==> src/rtl/coreuart_pkg.sv <==
// Shared constants and types for the UART core.
// Receive FIFO entries are packed as {perr, data[7:0]}.
package coreuart_pkg;

   localparam int RX_FIFO_DEPTH_DEFAULT = 16;
   localparam int RX_FIFO_AFULL_DEFAULT = 12;
   localparam int RX_ENTRY_W            = 9;

   typedef struct packed {
      logic       perr;
      logic [7:0] data;
   } rx_entry_t;

   function automatic rx_entry_t pack_rx_entry(input logic [7:0] data, input logic perr);
      rx_entry_t e;
      e.perr = perr;
      e.data = data;
      return e;
   endfunction

endpackage

==> src/rtl/rx_fifo_mem.sv <==
// Receive FIFO storage: one synchronous write port and one asynchronous read port.
// Contents are never reset, so this maps onto distributed RAM.
module rx_fifo_mem
   import coreuart_pkg::*;
#(
   parameter int DEPTH = RX_FIFO_DEPTH_DEFAULT,
   parameter int AW    = $clog2(DEPTH)
) (
   input  logic                  clk,
   input  logic                  we,
   input  logic [AW-1:0]         waddr,
   input  logic [RX_ENTRY_W-1:0] wdata,
   input  logic [AW-1:0]         raddr,
   output logic [RX_ENTRY_W-1:0] rdata
);

   logic [RX_ENTRY_W-1:0] mem [DEPTH];

   always_ff @(posedge clk) begin
      if (we)
         mem[waddr] <= wdata;
   end

   assign rdata = mem[raddr];

endmodule

==> src/rtl/rx_fifo_ctrl.sv <==
// Receive FIFO behind the UART receiver: captures characters on the active-low
// write strobe and presents them show-ahead to the register interface.
module rx_fifo_ctrl
   import coreuart_pkg::*;
#(
   parameter int DEPTH       = RX_FIFO_DEPTH_DEFAULT,
   parameter int AFULL_LEVEL = RX_FIFO_AFULL_DEFAULT
) (
   input  logic                     clk,
   input  logic                     reset_n,
   input  logic                     fifo_write_n,
   input  logic [7:0]               rx_byte_in,
   input  logic                     parity_err_in,
   input  logic                     read_rx_byte,
   output logic [7:0]               rx_data,
   output logic                     rx_data_perr,
   output logic                     data_ready,
   output logic                     rx_full,
   output logic                     rx_afull,
   output logic                     overflow,
   output logic [$clog2(DEPTH):0]   rx_count
);

   localparam int AW = $clog2(DEPTH);
   localparam int CW = AW + 1;
   localparam logic [CW-1:0] DEPTH_C = CW'(DEPTH);
   localparam logic [CW-1:0] AFULL_C = CW'(AFULL_LEVEL);

   logic [AW-1:0] wr_ptr, rd_ptr;
   logic [CW-1:0] count;
   logic          overflow_q;

   logic          wr_req, wr_acc, rd_acc, drop;
   rx_entry_t     wr_entry, head;

   // A read only counts when there is something to pop; a write into a full
   // FIFO survives only if a read frees a slot in the same cycle.
   assign rd_acc = read_rx_byte && (count != '0);
   assign wr_req = !fifo_write_n;
   assign wr_acc = wr_req && ((count != DEPTH_C) || rd_acc);
   assign drop   = wr_req && !wr_acc;

   assign wr_entry = pack_rx_entry(rx_byte_in, parity_err_in);

   rx_fifo_mem #(
      .DEPTH (DEPTH),
      .AW    (AW)
   ) u_mem (
      .clk   (clk),
      .we    (wr_acc && reset_n),
      .waddr (wr_ptr),
      .wdata (wr_entry),
      .raddr (rd_ptr),
      .rdata (head)
   );

   always_ff @(posedge clk) begin
      if (!reset_n) begin
         wr_ptr     <= '0;
         rd_ptr     <= '0;
         count      <= '0;
         overflow_q <= 1'b0;
      end else begin
         if (wr_acc)
            wr_ptr <= wr_ptr + AW'(1);
         if (rd_acc)
            rd_ptr <= rd_ptr + AW'(1);
         if (wr_acc && !rd_acc)
            count <= count + CW'(1);
         else if (rd_acc && !wr_acc)
            count <= count - CW'(1);
         // Drop takes priority over the read-side clear.
         if (drop)
            overflow_q <= 1'b1;
         else if (read_rx_byte)
            overflow_q <= 1'b0;
      end
   end

   assign rx_data      = head.data;
   assign rx_data_perr = head.perr;
   assign data_ready   = (count != '0);
   assign rx_full      = (count == DEPTH_C);
   assign rx_afull     = (count >= AFULL_C);
   assign overflow     = overflow_q;
   assign rx_count     = count;

endmodule
==> config.mk <==
export PLATFORM = sky130hd
export DESIGN_NAME = rx_fifo_ctrl
export DESIGN_NICKNAME = d
export VERILOG_FILES = /design/src/rtl/coreuart_pkg.sv /design/src/rtl/rx_fifo_mem.sv /design/src/rtl/rx_fifo_ctrl.sv
export SDC_FILE = /design/constraint.sdc
export NUM_CORES = 1
export LEC_CHECK = 0
export ABC_AREA = 1
export CAP_MARGIN = 40
export CORE_UTILIZATION = 40
export DETAILED_ROUTE_END_ITERATION = 12
export SYNTH_ARGS = -nofsm -noshare
export SYNTH_HDL_FRONTEND = slang
export SYNTH_SLANG_ARGS = --single-unit
==> constraint.sdc <==
create_clock -name clk -period 5.7 [get_ports clk]
set_input_delay 1.14 -clock clk [delete_from_list [all_inputs] [get_ports clk]]
set_output_delay 1.14 -clock clk [all_outputs]
set_load 0.05 [all_outputs]
==> results of run 1 <==
==> worst reg2reg max path: stages (launching register included) <==
cell,delay (ns)
dfxtp_1,0.37
nor2_1,0.25
nand4_1,0.21
nand2_2,0.15
inv_2,0.10
ha_1,0.24
inv_1,0.15
ha_1,0.32
a21oi_1,0.17
nand2_1,0.08
nand2_1,0.06
nand2_1,0.04
o21ai_0,0.15
inv_1,0.05
==> worst max-delay path by stage <==
| stage | from | to | slack [ns] | cells after the start |
|---|---|---|---|---|
| finish | flop | rx_data[7] | 1.59 | 6 |
| global route | flop | rx_data[7] | 1.45 | 6 |
| CTS | flop | rx_data[7] | 1.60 | 6 |
| detailed placement | flop | rx_data[7] | 2.07 | 6 |
| global placement | flop | rx_data[0] | 2.02 | 8 |
| floorplan | rx_count[2]$_SDFFE_PN0P_ | rx_afull | 2.68 | 2 |
==> report_power, final <==
group	switching (uW)	internal, uW
Combinational	707	338
Clock	433	632
Sequential	46.9	1330
==> routing by layer <==
metal | global-route usage [%] | routed length, um | share of wire (%) | up-vias
li1 | - | - | - | 2199
met1 | 27.38 | 7287 | 46 | 2235
met2 | 28.77 | 7176 | 45 | 174
met3 | 3.678 | 1093 | 6.9 | 19
met4 | 6.577 | 226 | 1.4 | 0
met5 | 0 | 0 | 0 | -
==> cells in the final DEF, fill, tap and decap left out, types with 17 or more instances in the layout <==
cell type / instances
clkdlybuf4s50_1: 30
nand3_1: 66
nor2_1: 102
clkbuf_16: 17
edfxtp_1: 144
o211ai_1: 19
dfxtp_1: 17
inv_1: 37
nand2_1: 121
o21ai_0: 38
==> layout make-up <==
cell class	count	area, um2
fill	1475	8677
sequential	162	4686
multi-input combinational	387	1826
timing repair buffer	47	464.2
clock buffer	18	429.2
tap	220	275.3
inverter	43	163.9
clock inverter	14	121.4
==> per-stage QoR <==
step           power (uW)  std cells
2_1_floorplan        2174        621
3_3_place_gp         2414        844
3_5_place_dp         2448        859
4_1_cts              3507        891
5_1_grt              3665        891
6_report             3491        891
==> cell families after synthesis <==
family                     after synthesis  share of synthesized area [%]
and+or+nand+nor                        299                          17.95
DFF                                    162                          68.25
AOI/OAI and AO/OA                       72                          5.942
buffers and inverters                   72                          5.158
adders and majority gates               10                          1.932
xor gates and xnor gates                 6                         0.7656
==> registers in the layout (all words and copies together) (netlist names), named ones only <==
register	count
overflow	1
rd_ptr	4
rx_count	5
u_mem.mem	144
wr_ptr	4
==> results.md, run 1 <==
- Buf/Inv on CP: 3
- Final instance area: 7965 um2
- Synth top area cells: edfxtp_1 (63%), nand2_1 (6.6%), nor2_1 (5.6%)
- Final WL: 15.78 mm
- CP Launch Type: flop
- I/O Buffers: 30
- Critical R2R Capture: rx_count[3]$_SDFFE_PN0P_
- Worst-margin pin slew: about 0.95 ns
- FMAX: 243.4 MHz
- Largest area contributor in the netlist: edfxtp_1
- Placement Rows: between 40 and 50
- Post-Syn Nets: 644
- Number of synthesized flops with an enable pin: 144
- Cell family with most CP delay: buffers and inverters
- Clk root buf: clkbuf_16
- Setup-failing EPs final: 0
- ANT cells: 0
- Area grow syn2layout: 16.04%
- Die area: between 15000 and 20000 um2
- Top cell type's share of synthesized area: 63.00%
- P_leak: 0.002931 uW
- Maximum fanout along the worst path: 19
- First-pass GRT wire length: 24.85 mm
- R2R Path Start: rx_count[0]$_SDFFE_PN0P_
- Post-route ant nets: 0
- Final worst path period need: 4.108 ns
- Clk sinks: roughly 160
- IO Pins: 31
- Initial antenna violation count: 0
- Crit end category: primary output
- Die W: 133.0 um
- Yosys warning count: 0
- Initial Util: 41.25%
- Max-cap violations: 0
- Flop2flop setup slack: 3.27 ns
- Syn Area/Cell: 11.05 um2
- Hold WS: 0.5039 ns
- Commonest cells in the netlist: edfxtp_1 (144), nand2_1 (121), nor2_1 (102), nand3_1 (66), o21ai_0 (38)
- CTS tree: yes
- HP Start: rd_ptr[3]$_SDFFE_PN0N_
- Share of layout cells above drive strength 1: 8.197%
- Seq cells post-synth: 162
- Most frequent CP cell: nand3_1
- Worst setup path class: flop to primary output
- Critical path arrival: 2.97 ns
- Asr flop ratio synth: 0%
- Hold Crit Class: flop to flop
- Fin crit share: 72.07%
- DRC Markers: 0
- Total GRT Usage: 19.03%
- Post_cts resized: 0
- Final core occ: a little under half
- Worst Hold End: rd_ptr[3]$_SDFFE_PN0N_
- Total power divided by cell area: 438.3 nW/um2
- Clock latency on the worst-skew pair: between 0.4 and 0.5 ns
- Post-route clock skew: 0.004765 ns
- Slew margin rel.: 36.65%
- Gate Count Post-Synth: between 600 and 700
- H-tree lvl count: 4
- CP Cell Sequence: buf_4, clkinv_1, nand3_1, nand3_1, nand2_1, clkdlybuf4s50_1
- Status: finished clean
- GR Overflow Total: 0
- CTS Hold Bufs: 0
- Cell area after synthesis: between 6000 and 7000 um2
- Final Hold Vio Count: 0
- Setup TNS: 0 ns
- Pins Over Slew Limit: 0
- Worst EP required: 4.56 ns
- Worst r2r path cells: 13
- Critical path's largest stage delay: 0.82 ns
- Max VDD drop: 0.0003958 V
- DP HPWL: 10.15 mm
- Slowest-stage cell, CP: clkdlybuf4s50_1
- Clock Tree Buf Depth: 2
- Routed vias/inst: between 5 and 6
- Vias in the first global route: around 4500
- Yosys cell types: 27
- Total core area: 16640 um2
- Post-synthesis sequential area ratio: between 60% and 70%
- Via count: 4627
- Worst hold stages: 2
- Final-stage net count: 681
- Routability cong.: 0.7917
- Worst Slack Setup Final: 1.592 ns
- Height of the chip: 133.0 um
- Pre-CTS setup slack: 2.066 ns
- Post-DP Area: 7415 um2
- DRT Pass-1 Iters: 5
- WL per Instance: 17.71 um
- Reg clk slew, reported paths: 0.06 ns
- Most frequent cell after synthesis: edfxtp_1
- Synth Flop Type: edfxtp_1
- TritonCTS Buffers: 17
- Iter 0 DRT Violations: 564
- Post-CTS Setup Bufs: 0
- Largest net degree at the start of global routing: 90
- RSZ-0062 raised after global routing: no
(Power assumes the default switching activity.)
==> run 2: changes to the inputs <==
==> constraint.sdc (replaced) <==
create_clock -name clk -period 3.9 [get_ports clk]
set_input_delay 0.78 -clock clk [delete_from_list [all_inputs] [get_ports clk]]
set_output_delay 0.78 -clock clk [all_outputs]
set_load 0.05 [all_outputs]
==> run 2 against run 1 <==
Sequential share of layout area decreased by 0.35 points. Total power increased by 51%. Sequential cell count unchanged. Hold slack improved by 0.016 ns. Clock power increased by 61%. Non-clock buffer count increased by 1. Clock skew increased by 0.0027 ns. Critical path type unchanged. Critical endpoint is now rx_data[1].
==> results.md, run 2 (synthesis gave the netlist of run 1 again) <==
- Slew margin rel.: 42.38%
- Critical path's largest stage delay: about 0.70 ns
- Total core area: 16640 um2
- Post_cts resized: 0
- Largest register by flop count: u_mem.mem
- P_sw: roughly 1800 uW
- Most frequent cells in the layout: edfxtp_1 (144), nand2_1 (121), nor2_1 (102), nand3_1 (66), o21ai_0 (38)
- Fill count: 1498
- First-pass GRT wire length: 24.42 mm
- Hold Crit Class: flop to flop
- Final worst path period need: 3.635 ns
- DP HPWL: 9.692 mm
- Total GRT Usage: a little under a fifth
- Max FFs per register: between 100 and 150
- Clock latency on the worst-skew pair: 0.42 ns
- Worst-margin pin slew: around 0.86 ns
- Hold WS: 0.5200 ns
- WL per Instance: 17.00 um
- DRT Pass-1 Iters: 5
- CTS tree: yes
- Area of the multi-input gates: 1826 um2
- HP Start: overflow$_SDFFE_PN0P_
- Final WL: 15.16 mm
- R2R Path Start: rx_count[0]$_SDFFE_PN0P_
- Final Hold Vio Count: 0
- Crit end category: primary output
- Pins Over Slew Limit: 0
- Area grow syn2layout: 16.73%
- Initial Util: 41.25%
- Die area: approximately 18000 um2
- Clk sinks: 162
- Fin crit share: roughly 93%
- Max-cap violations: 0
- Flop2flop setup slack: about 1.5 ns
- TritonCTS Buffers: 17
- Worst r2r path cells: 13
- Clock Tree Buf Depth: 2
- Largest net degree at the start of global routing: 64
- H-tree lvl count: 4
- Worst EP required: 3.12 ns
- Worst Hold End: overflow$_SDFFE_PN0P_
- P_leak: 0.002961 uW
- CP Launch Type: flop
- Maximum fanout along the worst path: 27
- Comb pwr share: 28.7%
- Worst hold stages: 2
- Status: finished clean
- Height of the chip: 133.0 um
- Reg clk slew, reported paths: 0.06 ns
- Flip-flop and latch area: 4686 um2
- I/O Buffers: 30
- Vias in the first global route: 4454
- GR Overflow Total: 0
- Most frequent CP cell: nand3_1
- Routed vias/inst: between 5 and 6
- Critical R2R Capture: rx_count[3]$_SDFFE_PN0P_
- ANT cells: 0
- Internal power: roughly 3500 uW
- Total power divided by cell area: 657.2 nW/um2
- IO Pins: 31
- Routability cong.: between 0.8 and 0.9
- CTS Hold Bufs: 0
- CP Cell Sequence: inv_2, buf_4, o21ai_0, nand3_1, nand3_1, nand2_1, clkdlybuf4s50_1
- Share of layout cells above drive strength 1: 8.780%
- Post-route clock skew: 0.007425 ns
- Slowest-stage cell, CP: clkdlybuf4s50_1
- Iter 0 DRT Violations: 398
- Most common cell after layout, fill and taps aside: edfxtp_1
- Die W: 133.0 um
- Setup-failing EPs final: 0
- Setup TNS: 0 ns
- Final-stage net count: 682
- Clk root buf: clkbuf_16
- DRC Markers: 0
- Worst setup path class: flop to primary output
- Share of power burned in registers: 38.5%
- Post-route ant nets: 0
- Max VDD drop: 0.0005414 V
- Placement Rows: 47
- Critical path arrival: 2.86 ns
- Switching part of the total: around a third
- RSZ-0062 raised after global routing: no
- Initial antenna violation count: 0
- Clock power frac: 32.7%
- Via count: 4531
- Post-CTS Setup Bufs: 0
- FMAX: 275.1 MHz
-- run 2: cell count changes in the layout (fill, tap and decap cells not counted), sizes merged --
cell / delta
buf: +1
bufinv: +2
clkinv: -3
clkinvlp: -2
inv: +3
-- run 2: per-layer routing --
metal  track usage, %  part of all wire (%)  vias up
met5                0                     0        -
li1                 -                     -     2208
met4            5.747                   1.2        0
met1            25.25                    45     2164
met2            29.38                    48      147
met3            4.406                   5.9       12
-- run 2: area by class of cell --
| type | count | area share [%] |
|---|---|---|
| Clock buffer | 18 | 5.356 |
| Timing Repair Buffer | 48 | 5.590 |
| Clock inverter | 14 | 2.311 |
| Tap cell | 220 | 3.435 |
| Multi-Input combinational cell | 387 | 22.78 |
| Inverter | 43 | 2.046 |
| Sequential cell | 162 | 58.48 |
-- run 2: worst max path at each step --
stage | end | slack [ns] | cells after the start
after CTS | rx_data[1] | 0.23 | 7
after global routing | rx_data_perr | 0.08 | 9
after floorplan | rx_afull | 1.24 | 2
after global placement | rx_data[0] | 0.75 | 9
final | rx_data[1] | 0.26 | 7
after detailed placement | rx_data[2] | 0.71 | 9
-- run 2: critical path: cells and delay by family (launching register included) --
family / cells / cell delay [ns]
compound gates: 1 / 0.20
simple gates: 3 / 0.36
buf+inv: 3 / 1.22
flops: 1 / 0.66
-- run 2: through the flow --
step | area [um2] | setup slack, ns | util (%) | total power [uW] | instances
floorplan | 6864 | 1.243 | - | 3177 | 621
global placement | 7398 | 0.7498 | 44.46 | 3554 | 860
detailed placement | 7398 | 0.7116 | 44.46 | 3584 | 860
CTS | 8013 | 0.2295 | 48.15 | 5301 | 892
global route | 8013 | 0.08450 | 48.15 | 5536 | 892
finish | 8013 | 0.2645 | 48.15 | 5266 | 892
-- run 2: power groups by stage --
stage,Combinational (uW),Sequential (uW),Clock [uW]
after global routing,1670,2040,1820
after CTS,1530,2030,1740
final,1510,2030,1720
after global placement,1490,2060,0
after floorplan,1070,2110,0
after detailed placement,1520,2070,0
